$ cat config.mk
export PLATFORM = sky130hd
export DESIGN_NAME = dmem_arbiter
export DESIGN_NICKNAME = d
export VERILOG_FILES = /design/src/rtl/dmem_arb_pkg.sv /design/src/rtl/rr_arbiter2.sv /design/src/rtl/dmem_arbiter.sv
export SDC_FILE = /design/constraint.sdc
export NUM_CORES = 1
export LEC_CHECK = 0
export ABC_AREA = 1
export BUFFER_PORTS_ARGS = -buffer_cell sky130_fd_sc_hd__clkbuf_2
export CORE_MARGIN = 5
export CORE_UTILIZATION = 50
export CTS_CLUSTER_SIZE = 40
export DETAILED_ROUTE_END_ITERATION = 8
export PLACE_DENSITY = 0.88
export REMOVE_ABC_BUFFERS = 1
export SYNTH_ARGS = -nofsm -noshare
export SYNTH_HDL_FRONTEND = slang
export SYNTH_SLANG_ARGS = --single-unit
$ cat constraint.sdc
create_clock -name clk -period 3.95 [get_ports clk]
set_input_delay 0 -clock clk [delete_from_list [all_inputs] [get_ports clk]]
set_output_delay 0 -clock clk [all_outputs]
set_load 0.02 [all_outputs]
$ cat src/rtl/dmem_arb_pkg.sv
// Shared types and defaults for the data-memory arbiter slice.
package dmem_arb_pkg;

    typedef enum logic [1:0] {
        IDLE  = 2'd0,
        ISSUE = 2'd1,
        RESP  = 2'd2,
        DONE  = 2'd3
    } arbState_t;

    localparam int unsigned PORT_CPU = 0;
    localparam int unsigned PORT_DBG = 1;

    localparam int unsigned DEF_ADDR_W    = 32;
    localparam int unsigned DEF_DATA_W    = 32;
    localparam int unsigned DEF_MEM_DEPTH = 1024;

endpackage

$ cat src/rtl/rr_arbiter2.sv
// Two-way round-robin arbiter: one-hot grant from req plus a last-grant pointer.
module rr_arbiter2
    import dmem_arb_pkg::*;
(
    input  logic       clk,
    input  logic       reset,
    input  logic       en,
    input  logic [1:0] req,
    output logic [1:0] gnt
);

    // Pointer holds the id of the last granted port; reset favours the CPU port.
    logic lastId;

    always_comb begin
        gnt = '0;
        if (en) begin
            if (req[PORT_CPU] && req[PORT_DBG]) begin
                if (lastId == 1'(PORT_DBG)) gnt[PORT_CPU] = 1'b1;
                else                        gnt[PORT_DBG] = 1'b1;
            end else if (req[PORT_CPU]) begin
                gnt[PORT_CPU] = 1'b1;
            end else if (req[PORT_DBG]) begin
                gnt[PORT_DBG] = 1'b1;
            end
        end
    end

    always_ff @(posedge clk or negedge reset) begin
        if (!reset) begin
            lastId <= 1'(PORT_DBG);
        end else if (|gnt) begin
            lastId <= gnt[PORT_DBG];
        end
    end

endmodule

$ cat src/rtl/dmem_arbiter.sv
// Round-robin arbiter sharing the single-ported data memory between two requesters.
// Optional grant counters enabled by defining DMEM_ARB_STATS_EN.
module dmem_arbiter
    import dmem_arb_pkg::*;
#(
    parameter int unsigned ADDR_W    = DEF_ADDR_W,
    parameter int unsigned DATA_W    = DEF_DATA_W,
    parameter int unsigned MEM_DEPTH = DEF_MEM_DEPTH
) (
    input  logic              clk,
    input  logic              reset,
    input  logic [1:0]        req,
    input  logic [1:0]        we,
    input  logic [ADDR_W-1:0] addr0,
    input  logic [ADDR_W-1:0] addr1,
    input  logic [DATA_W-1:0] wdata0,
    input  logic [DATA_W-1:0] wdata1,
    output logic [1:0]        gnt,
    output logic [1:0]        ack,
    output logic              err,
    output logic [DATA_W-1:0] rdata,
    output logic              busy,
    output logic [ADDR_W-1:0] mem_addr,
    output logic [DATA_W-1:0] mem_wdata,
    output logic              mem_en,
    output logic              mem_rnw,
    input  logic [DATA_W-1:0] mem_rdata
`ifdef DMEM_ARB_STATS_EN
    ,
    input  logic              stats_clr,
    output logic [15:0]       gnt_cnt0,
    output logic [15:0]       gnt_cnt1
`endif
);

    localparam logic [ADDR_W:0] DEPTH_L = (ADDR_W+1)'(MEM_DEPTH);

    arbState_t         state, nextState;
    logic [1:0]        grant;
    logic              idLat, weLat, errLat;
    logic [ADDR_W-1:0] addrLat;
    logic [DATA_W-1:0] wdataLat;
    logic [ADDR_W-1:0] selAddr;
    logic [DATA_W-1:0] selWdata;
    logic              selWe, outOfRange;

    rr_arbiter2 u_rr (
        .clk   (clk),
        .reset (reset),
        .en    (state == IDLE),
        .req   (req),
        .gnt   (grant)
    );

    assign gnt        = grant;
    assign selAddr    = grant[PORT_DBG] ? addr1  : addr0;
    assign selWdata   = grant[PORT_DBG] ? wdata1 : wdata0;
    assign selWe      = grant[PORT_DBG] ? we[PORT_DBG] : we[PORT_CPU];
    assign outOfRange = {1'b0, selAddr} >= DEPTH_L;

    always_ff @(posedge clk or negedge reset) begin
        if (!reset) state <= IDLE;
        else        state <= nextState;
    end

    // readNotWrite is low only in ISSUE for a write: the memory writes on any such edge.
    always_comb begin
        nextState = state;
        busy      = (state != IDLE);
        mem_en    = 1'b0;
        mem_rnw   = 1'b1;
        mem_addr  = '0;
        mem_wdata = '0;
        case (state)
            IDLE: begin
                if (|grant) nextState = outOfRange ? RESP : ISSUE;
            end
            ISSUE: begin
                mem_en    = 1'b1;
                mem_rnw   = ~weLat;
                mem_addr  = addrLat;
                mem_wdata = wdataLat;
                nextState = weLat ? DONE : RESP;
            end
            RESP:    nextState = IDLE;
            DONE:    nextState = IDLE;
            default: nextState = IDLE;
        endcase
    end

    always_ff @(posedge clk or negedge reset) begin
        if (!reset) begin
            idLat    <= 1'b0;
            weLat    <= 1'b0;
            errLat   <= 1'b0;
            addrLat  <= '0;
            wdataLat <= '0;
            ack      <= '0;
            err      <= 1'b0;
            rdata    <= '0;
        end else begin
            ack <= '0;
            err <= 1'b0;
            case (state)
                IDLE: begin
                    if (|grant) begin
                        idLat    <= grant[PORT_DBG];
                        weLat    <= selWe;
                        errLat   <= outOfRange;
                        addrLat  <= selAddr;
                        wdataLat <= selWdata;
                    end
                end
                RESP: begin
                    rdata      <= errLat ? '0 : mem_rdata;
                    ack[idLat] <= 1'b1;
                    err        <= errLat;
                end
                DONE: begin
                    ack[idLat] <= 1'b1;
                end
                default: ;
            endcase
        end
    end

`ifdef DMEM_ARB_STATS_EN
    always_ff @(posedge clk or negedge reset) begin
        if (!reset) begin
            gnt_cnt0 <= '0;
            gnt_cnt1 <= '0;
        end else if (stats_clr) begin
            gnt_cnt0 <= '0;
            gnt_cnt1 <= '0;
        end else begin
            if (grant[PORT_CPU] && gnt_cnt0 != '1) gnt_cnt0 <= gnt_cnt0 + 16'd1;
            if (grant[PORT_DBG] && gnt_cnt1 != '1) gnt_cnt1 <= gnt_cnt1 + 16'd1;
        end
    end
`endif

endmodule

==> out/summary.txt <==
Routed WL per cell: 15.9 µm
Leakage: 4.50 nW
DR pass1 iterations: 5
Clk Latency, worst-skew pair: 0.36 ns
CP Max Fanout: 109
Hold Vio Cnt, Final: 0
Startpoint types: flip-flop
Final instance area: 7960 µm²
Chip height: 113 µm
CP Data Arrival Time: 3.32 ns
Synthesized cell area: 5280 µm²
FF-to-FF path depth: 7
Peak VDD IR: 0.454 mV
Via count: 6280
Pwr dens: 615 nW/µm²
Primary FF master, synth: dfrtp_1
Post-Route WL: 19.3 mm
Vias per cell: 5.18
First-pass GRT wire length: 30.6 mm
Critical path capture point type: flip-flop
Synth Warn #: 0
Ranking of synthesized cells by area: dfrtp_1 (49%), a21oi_1 (11%), inv_1 (9.0%), nand2_1 (8.7%), nor2_1 (7.8%)
Worst Hold Class: in -> reg
FP Rows: 37
Starting Density: 51.1%
Post-Synthesis Cells: 722
Sink Count: 105
FMAX: 323 MHz
Hold Slack: 0.0253 ns
Final Power: 0.00490 W
Die area: 12700 µm²
Vias in the first global route: 6347
Synth area leader: dfrtp_1
Largest delay share family, worst path: buffers and inverters
Critical Path Slowest Stage Cell: buf_4
Worst Tran Pin Value: 1.28 ns
CP dominant cell by count: a21oi_1
Run status: finished clean
Clock-pin slew of the registers on the worst-case setup and hold paths: 0.11 ns
Setup TNS: 0 ns
# IOs: 270
Clock Tree Buf Depth: 2
Routability cong.: 0.861
Synth Register Bits: 105
Die X-Extent: 113 µm
Yosys top cell area share: 49.3%
Net count, final: 1236
Antenna violations before repair: 1
DRT iter0 DRCs: 540
IO Port Bufs: 269
CTS tree: done
Final Non-Filler Cells: 1212
Post-DP HPWL: 11.3 mm
Seq/Total Area, Yosys: 49.8%
Final antenna-violating net count: 0
Placed insts: 1086
Max Cap Viol: 0
Layout cells sized above 1: 27.8%
Root Buffer: clkbuf_8
Worst slew margin: 14.2%
WP buf/inv: 2
Residual DRC: 0
Path type of the worst setup path: reg -> reg
Endpoints failing setup: 0
WP data required: 4.18 ns
H-tree depth: 3
Final Critical Period: 3.09 ns
Post-synth ARST share: 100%
Core ar.: 10300 µm²
Commonest non-fill, non-tap cell in the layout: clkbuf_2
Grt ovf: 0
Largest net degree at the start of global routing: 110
Hold depth: 5
Syn_area_per_cell: 7.31 µm²
RSZ-0062 raised after global routing: false
Critical Path Stages: 7
Clock skew: 0.0136 ns
Post-CTS setup buffer count: 0
Layout area overhead: 50.8%
Final worst path period share: 78.3%
TritonCTS buffer count: 9
Post-place instance area: 6660 µm²
CP peak stage delay: 0.75 ns
Slew Limit Fails: 0
CP cell instances: nand2_1 > nand3_4 > buf_4 > o21ai_0 > a21oi_1 > dlygate4sd3_1 > a21oi_1
Gr usage total: 29.9%
Post-synth cell types: 23
Post-synth EDFFs: 0
Commonest non-fill, non-tap cells in the layout: clkbuf_2 (268), inv_1 (127), nand2_1 (123), a21oi_1 (117)
layer usage:
layer | GRT usage [%] | vias to the layer above | wire length, µm
met3 | 6.36 | 77 | 1550
met1 | 34.4 | 2893 | 6950
met2 | 52.3 | 383 | 9820
li1 | - | 2927 | -
met4 | 15.4 | 0 | 946
met5 | 0 | - | 0
final cells by class:
| cell class | count | area (µm²) |
|---|---|---|
| clock buffer | 9 | 124 |
| fill | 666 | 2360 |
| timing repair buffer | 382 | 2480 |
| inverter | 131 | 492 |
| clock inverter | 7 | 86.3 |
| tap | 136 | 170 |
| antenna | 1 | 2.50 |
| multi-input combinational | 441 | 1970 |
| sequential | 105 | 2630 |
cells in the mapped netlist (2+ instances only):
cell type	count
buf_2	11
o21ai_0	58
o21ai_1	10
nand2_1	123
a21oi_1	117
clkbuf_1	30
nand4_1	14
dfrtp_1	104
nand3_1	2
buf_6	3
inv_2	3
inv_1	127
nor2_1	110
power breakdown:
| part | leakage, nW | internal (W) | total [W] | switching (W) |
|---|---|---|---|---|
| Sequential | 1.23 | 0.00162 | 0.00185 | 0.000231 |
| Clock | 0.104 | 0.000307 | 0.000702 | 0.000395 |
| Combinational | 3.17 | 0.000795 | 0.00234 | 0.00155 |
| Total | 4.50 | 0.00272 | 0.00490 | 0.00217 |
logic make-up (layout without fill, tap and decap cells):
group / count (synthesis) / after routing / synth area share [%]
other: 0 / 1 / 0
DFF: 105 / 105 / 49.8
buffers and inverters: 176 / 529 / 13.2
and+or+nand+nor: 254 / 254 / 19.2
AOI/OAI and AO/OA: 187 / 187 / 17.8
registers in the layout, summed over array words and instances (netlist names):
register	cells
addrLat	32
rdata	32
wdataLat	32
ack	2
state	2
err	1
errLat	1
idLat	1
u_rr.lastId	1
weLat	1
worst paths after layout:
check | from | to | slack (ns)
max | u_rr.lastId$_DFFE_PN1P_ | addrLat[9]$_DFFE_PN0P_ | 0.86
min | wdata1[11] | wdataLat[11]$_DFFE_PN0P_ | 0.03
max reg2reg | u_rr.lastId$_DFFE_PN1P_ | addrLat[9]$_DFFE_PN0P_ | 0.86
min reg2reg | idLat$_DFFE_PN0P_ | ack[0]$_DFF_PN0_ | 0.46
max in group asynchronous | reset | u_rr.lastId$_DFFE_PN1P_ | 2.58
min in group asynchronous | reset | wdataLat[7]$_DFFE_PN0P_ | 0.31
worst reg2reg max path, delay by kind of cell, from the launching register on:
kind / cells / cell delay [ns]
simple gates: 2 / 0.54
buf+inv: 2 / 1.36
flops: 1 / 0.54
compound gates: 3 / 0.51
through the flow:
| stage | utilization, % | setup WS, ns |
|---|---|---|
| floorplan | - | -0.462 |
| global placement | 64.5 | 1.26 |
| detailed placement | 64.5 | 1.17 |
| CTS | 77.1 | 0.980 |
| global route | 77.1 | 0.698 |
| finish | 77.1 | 0.856 |
repair_timing:
| item | CTS | global route |
|---|---|---|
| gates resized for setup | 0 | 0 |
| hold endpoints to repair | 170 | 0 |
| endpoints found under the setup margin | 0 | 0 |
| hold buffers | 109 | 0 |
(Power assumes the default switching activity.)
